### src/rtl/axil_master_if.sv
`default_nettype none
// ============================================================================
//  Module   : axil_master_if
//  Purpose  : Single-outstanding AXI4-Lite initiator behind a valid/ready
//             request/response port. Define AXIL_MASTER_REQ_BUF_EN to add a
//             one-entry request buffer.
//  Revision : 1.0  initial release
// ============================================================================
module axil_master_if #(
  parameter int          DATA_WIDTH = 32,
  parameter int          ADDR_WIDTH = 16,
  parameter int          STRB_WIDTH = DATA_WIDTH / 8,
  parameter logic [2:0]  AXIL_PROT  = 3'b000
) (
  input  logic                  clk,
  input  logic                  rst,
  input  logic                  req_valid,
  output logic                  req_ready,
  input  logic                  req_we,
  input  logic [ADDR_WIDTH-1:0] req_addr,
  input  logic [DATA_WIDTH-1:0] req_wdata,
  input  logic [STRB_WIDTH-1:0] req_wstrb,
  output logic                  rsp_valid,
  input  logic                  rsp_ready,
  output logic [DATA_WIDTH-1:0] rsp_rdata,
  output logic                  rsp_err,
  output logic [ADDR_WIDTH-1:0] m_axil_awaddr,
  output logic [2:0]            m_axil_awprot,
  output logic                  m_axil_awvalid,
  input  logic                  m_axil_awready,
  output logic [DATA_WIDTH-1:0] m_axil_wdata,
  output logic [STRB_WIDTH-1:0] m_axil_wstrb,
  output logic                  m_axil_wvalid,
  input  logic                  m_axil_wready,
  input  logic [1:0]            m_axil_bresp,
  input  logic                  m_axil_bvalid,
  output logic                  m_axil_bready,
  output logic [ADDR_WIDTH-1:0] m_axil_araddr,
  output logic [2:0]            m_axil_arprot,
  output logic                  m_axil_arvalid,
  input  logic                  m_axil_arready,
  input  logic [DATA_WIDTH-1:0] m_axil_rdata,
  input  logic [1:0]            m_axil_rresp,
  input  logic                  m_axil_rvalid,
  output logic                  m_axil_rready
);

  typedef enum logic [2:0] {
    S_IDLE = 3'd0,
    S_WR   = 3'd1,
    S_WB   = 3'd2,
    S_RD   = 3'd3,
    S_RR   = 3'd4,
    S_RSP  = 3'd5
  } state_t;

  state_t                r_state;
  logic [ADDR_WIDTH-1:0] r_addr;

  logic                  w_req_hs;
  logic                  w_launch;
  logic                  w_launch_we;
  logic [ADDR_WIDTH-1:0] w_launch_addr;
  logic [DATA_WIDTH-1:0] w_launch_wdata;
  logic [STRB_WIDTH-1:0] w_launch_wstrb;
  logic                  w_req_ready_nxt;

  assign w_req_hs      = req_valid && req_ready;
  assign m_axil_awaddr = r_addr;
  assign m_axil_araddr = r_addr;
  assign m_axil_awprot = AXIL_PROT;
  assign m_axil_arprot = AXIL_PROT;

`ifdef AXIL_MASTER_REQ_BUF_EN
  logic                  r_buf_valid;
  logic                  r_buf_we;
  logic [ADDR_WIDTH-1:0] r_buf_addr;
  logic [DATA_WIDTH-1:0] r_buf_wdata;
  logic [STRB_WIDTH-1:0] r_buf_wstrb;
  logic                  w_buf_pop;
  logic                  w_buf_push;
  logic                  w_buf_valid_nxt;

  // Requests arriving while busy park in the buffer; an idle engine with an
  // empty buffer launches straight from the port to keep one-cycle latency.
  always_comb begin
    w_buf_pop       = (r_state == S_IDLE) && r_buf_valid;
    w_buf_push      = w_req_hs && (r_state != S_IDLE);
    w_launch        = w_buf_pop || ((r_state == S_IDLE) && w_req_hs);
    w_launch_we     = r_buf_valid ? r_buf_we    : req_we;
    w_launch_addr   = r_buf_valid ? r_buf_addr  : req_addr;
    w_launch_wdata  = r_buf_valid ? r_buf_wdata : req_wdata;
    w_launch_wstrb  = r_buf_valid ? r_buf_wstrb : req_wstrb;
    w_buf_valid_nxt = r_buf_valid ? !w_buf_pop : w_buf_push;
    w_req_ready_nxt = !w_buf_valid_nxt;
  end

  always_ff @(posedge clk or posedge rst) begin
    if (rst) begin
      r_buf_valid <= 1'b0;
      r_buf_we    <= 1'b0;
      r_buf_addr  <= '0;
      r_buf_wdata <= '0;
      r_buf_wstrb <= '0;
    end else begin
      r_buf_valid <= w_buf_valid_nxt;
      if (w_buf_push) begin
        r_buf_we    <= req_we;
        r_buf_addr  <= req_addr;
        r_buf_wdata <= req_wdata;
        r_buf_wstrb <= req_wstrb;
      end
    end
  end
`else
  always_comb begin
    w_launch        = (r_state == S_IDLE) && w_req_hs;
    w_launch_we     = req_we;
    w_launch_addr   = req_addr;
    w_launch_wdata  = req_wdata;
    w_launch_wstrb  = req_wstrb;
    w_req_ready_nxt = ((r_state == S_IDLE) && !w_launch) ||
                      ((r_state == S_RSP) && rsp_ready);
  end
`endif

  always_ff @(posedge clk or posedge rst) begin
    if (rst) begin
      r_state        <= S_IDLE;
      r_addr         <= '0;
      req_ready      <= 1'b0;
      rsp_valid      <= 1'b0;
      rsp_rdata      <= '0;
      rsp_err        <= 1'b0;
      m_axil_awvalid <= 1'b0;
      m_axil_wdata   <= '0;
      m_axil_wstrb   <= '0;
      m_axil_wvalid  <= 1'b0;
      m_axil_bready  <= 1'b0;
      m_axil_arvalid <= 1'b0;
      m_axil_rready  <= 1'b0;
    end else begin
      req_ready <= w_req_ready_nxt;
      case (r_state)
        S_IDLE: begin
          if (w_launch) begin
            r_addr       <= w_launch_addr;
            m_axil_wdata <= w_launch_wdata;
            m_axil_wstrb <= w_launch_wstrb;
            if (w_launch_we) begin
              m_axil_awvalid <= 1'b1;
              m_axil_wvalid  <= 1'b1;
              r_state        <= S_WR;
            end else begin
              m_axil_arvalid <= 1'b1;
              r_state        <= S_RD;
            end
          end
        end
        S_WR: begin
          // AW and W retire independently; move on once neither is pending.
          if (m_axil_awready) m_axil_awvalid <= 1'b0;
          if (m_axil_wready)  m_axil_wvalid  <= 1'b0;
          if ((!m_axil_awvalid || m_axil_awready) &&
              (!m_axil_wvalid  || m_axil_wready)) begin
            m_axil_bready <= 1'b1;
            r_state       <= S_WB;
          end
        end
        S_WB: begin
          if (m_axil_bvalid) begin
            rsp_err       <= |m_axil_bresp;
            rsp_rdata     <= '0;
            m_axil_bready <= 1'b0;
            rsp_valid     <= 1'b1;
            r_state       <= S_RSP;
          end
        end
        S_RD: begin
          if (m_axil_arready) begin
            m_axil_arvalid <= 1'b0;
            m_axil_rready  <= 1'b1;
            r_state        <= S_RR;
          end
        end
        S_RR: begin
          if (m_axil_rvalid) begin
            rsp_rdata     <= m_axil_rdata;
            rsp_err       <= |m_axil_rresp;
            m_axil_rready <= 1'b0;
            rsp_valid     <= 1'b1;
            r_state       <= S_RSP;
          end
        end
        S_RSP: begin
          if (rsp_ready) begin
            rsp_valid <= 1'b0;
            r_state   <= S_IDLE;
          end
        end
        default: r_state <= S_IDLE;
      endcase
    end
  end

endmodule
`default_nettype wire

### config.mk
export PLATFORM = sky130hd
export DESIGN_NAME = axil_master_if
export DESIGN_NICKNAME = d
export VERILOG_FILES = /design/src/rtl/axil_master_if.sv
export SDC_FILE = /design/constraint.sdc
export NUM_CORES = 1
export LEC_CHECK = 0
export ABC_CLOCK_PERIOD_IN_PS = 4900
export BUFFER_PORTS_ARGS = -buffer_cell sky130_fd_sc_hd__buf_2
export CAP_MARGIN = 20
export CORE_MARGIN = 8
export CORE_UTILIZATION = 43
export DETAILED_ROUTE_END_ITERATION = 16
export HOLD_SLACK_MARGIN = 0.12
export PLACE_DENSITY_LB_ADDON = 0.12
export SLEW_MARGIN = 10
export SYNTH_ARGS = -nofsm -noshare
export SYNTH_HDL_FRONTEND = slang
export SYNTH_SLANG_ARGS = --single-unit
export TNS_END_PERCENT = 1
### constraint.sdc
create_clock -name clk -period 4.9 [get_ports clk]
set_clock_uncertainty 0.1 [all_clocks]
set_input_delay 0.245 -clock clk [delete_from_list [all_inputs] [get_ports clk]]
set_output_delay 0.245 -clock clk [all_outputs]
set_load 0.05 [all_outputs]
==> results.yml <==
placement:
  routabilityCongestion: 0.878
  hpwlAfterDp_mm: 8.37
  pre_cts_ws_ns: 2.44
  dpl_cell_area_sq_um: 5130
  portBuffers: 205
  dp_cells: 641
clock_network:
  clock-sinks: 95
  cts_tree: "done"
  clockBufferDepth: 2
  root_buffer: "clkbuf_8"
  clkTransAtPathRegs_ns: 0.08
  cts.repair.resized: 0
  htree_levels: 3
  worstSkewPairLatency_ns: 0.35
  cts_made_buffers: 9
yosys:
  yosysSeqAreaShare: 0.564
  syn_inst: 332
  synth_top_cells_by_area: "dfrtp_1, mux2_2, mux2i_1"
  synth_warnings: 0
  yosysUniqueCellTypes: 33
  ys.flop_type: "dfrtp_1"
  synth_common_cells: "dfrtp_1, mux2_2, inv_1, mux2i_1, nand2_1"
  synth.most_common_cell: "dfrtp_1"
  synth_edf_count: 0
  synth_top_area_share: 0.564
  syn_area_sq_um: 4220
  yosys.area.top_type: "dfrtp_1"
  ys_seq_elements: 95
  async_reset_ff_frac: 1.00
  avgSynthCellArea_sq_um: 12.7
timing:
  fin_setup_tns_ns: 0
  rsz0062_at_grt: "no"
  worstMarginPinSlew_ns: 0.624
  fmax_ghz: 0.404
  min_period_ns: 2.47
  slew_viol_final: 0
  worst_slack_ns: 2.43
  holdWs_ns: 0.162
  relSlewSlack: 0.584
  post-route-period-util: 0.505
  hold_violations: 0
  setup_viol: 0
floorplan:
  die_area_sq_um: 13200
  start_util: 0.437
  io-pin-count: 212
  die-height_microns: 115
  core_region_area_sq_um: 9640
  die_w_microns: 115
  rows: 36
drt:
  vias: 3344
  wire_per_inst_microns: 16.2
  viasPerCell: 4.49
  drcViolationCount: 0
  dr.pass1.iters: 4
  ant_nets: 0
  drt-initial-drc-count: 129
  totalWireLength_mm: 12.0
worst_setup_path:
  cp_slowest_cell: "dfrtp_1"
  rr_endpoint: "rsp_err"
  crit_type: "register to register"
  cp_data_required_time_ns: 5.04
  reg2reg_setup_slack_ns: 2.43
  crit_chain: "nand3b_1 -> a21oi_4 -> buf_4 -> mux2_2"
  worstRegToRegCells: 4
  crit_path_start_kind: "register"
  critPathMaxStageDelay_ns: 0.63
  arrival_ns: 2.61
  critPathTopFamily: "flip-flops"
  endpoint_kind: "register"
  worst-path-buf-inv: 1
  critPathMaxFanout: 24
  crit-reg2reg-launch: "r_state[1]"
min_path:
  holdPathEnd: "r_state[0]"
  hold_path.class: "input pin to register"
  whs_path_depth: 3
  hold_start: "m_axil_rvalid"
global_route:
  grt_start_max_net_pins: 52
  grt_first_pass_wirelength_mm: 18.7
  grt_pass1_vias: 3559
  globalRouteMet1Util: 0.196
  antenna_found_initial: 0
  grt_use_total: 0.183
  top_usage_layer: "met2"
  met2_usage: 0.334
  grt_use_met3: 0.0436
  grt_overflow_total: 0
pwr:
  p_leak_nw: 3.06
  p_per_area_nw_per_um2: 745
  vdd_drop_max_uv: 525
finish:
  final_cells: 745
  nets: 707
  diodes: 0
  drive_above_1_share: 0.449
  fin_area_sq_um: 6190
  area_growth_pct: 46.9
status:
  status: "finished clean"
job:
  maxCapViolCount: 0
through the flow:
step / utilization / power (mW)
floorplan: - / 3.61
global placement: 0.532 / 4.09
detailed placement: 0.532 / 4.13
CTS: 0.643 / 4.65
global route: 0.643 / 4.85
finish: 0.643 / 4.62
repair_timing:
| action | CTS | global route |
|---|---|---|
| setup buffers | 0 | 0 |
| hold endpoints to repair | 139 | 0 |
| hold buffers | 90 | 0 |
final cells by class:
type | instances | area, sq um
Tap cell | 133 | 166
Inverter | 35 | 134
Timing Repair Buffer | 299 | 1960
Sequential cell | 95 | 2380
Fill cell | 778 | 3450
Clock inverter | 1 | 5.00
Clock buffer | 13 | 159
Multi-Input combinational cell | 169 | 1400
layout by cell type, fill, tap and decap left out, types with 4 or more instances in the layout:
cell	netlist	layout
buf_2	2	205
dfrtp_1	95	95
dlygate4sd3_1	0	90
mux2_2	48	48
inv_1	35	34
nand2_1	33	33
mux2i_1	33	33
clkbuf_8	0	11
a21oi_1	8	8
mux2_1	6	6
nor2_1	6	6
conb_1	1	6
nor2b_1	4	4
buf_4	25	4
registers in the layout, summed over array words and instances, names as in the netlist, 3 cells and up:
name,cells
m_axil_araddr,16
rsp_rdata,32
r_state,3
m_axil_wdata,32
m_axil_wstrb,4
how the worst max path moves through the flow:
| stage | from | end | cells after the start |
|---|---|---|---|
| after floorplan | rst | m_axil_araddr[0] | 1 |
| after global placement | r_state[1] | rsp_err | 4 |
| after detailed placement | r_state[1] | rsp_err | 4 |
| after CTS | r_state[1] | rsp_err | 4 |
| after global routing | r_state[1] | rsp_err | 4 |
| final | r_state[1] | rsp_err | 4 |
where the power goes:
group          switching, mW  leakage [nW]  internal, mW
registers              0.236          1.20          1.14
clock network          0.249        0.0854         0.207
logic                   2.05          1.77         0.732
total                   2.54          3.06          2.08
worst reg2reg max path, delay by kind of cell, from the launching register on:
family | cells | cell delay [ns]
buffers and inverters | 1 | 0.46
muxes | 1 | 0.40
DFF | 1 | 0.63
AOI/OAI and AO/OA | 1 | 0.49
and+or+nand+nor | 1 | 0.27
routing by layer:
metal | share of wire | vias to the layer above
met5 | 0 | -
met3 | 0.071 | 21
met4 | 0.024 | 0
met1 | 0.38 | 1567
met2 | 0.53 | 130
li1 | - | 1626
cell families (layout without fill, tap and decap cells):
group,after synthesis,after routing,synth area share
AO/OA/AOI/OAI,21,21,0.0371
buffers and inverters,73,348,0.110
flip-flops,95,95,0.564
multiplexers,87,87,0.223
other,1,6,0.000889
AND/OR/NAND/NOR,55,55,0.0656
Power figures use the tool's default switching activity.
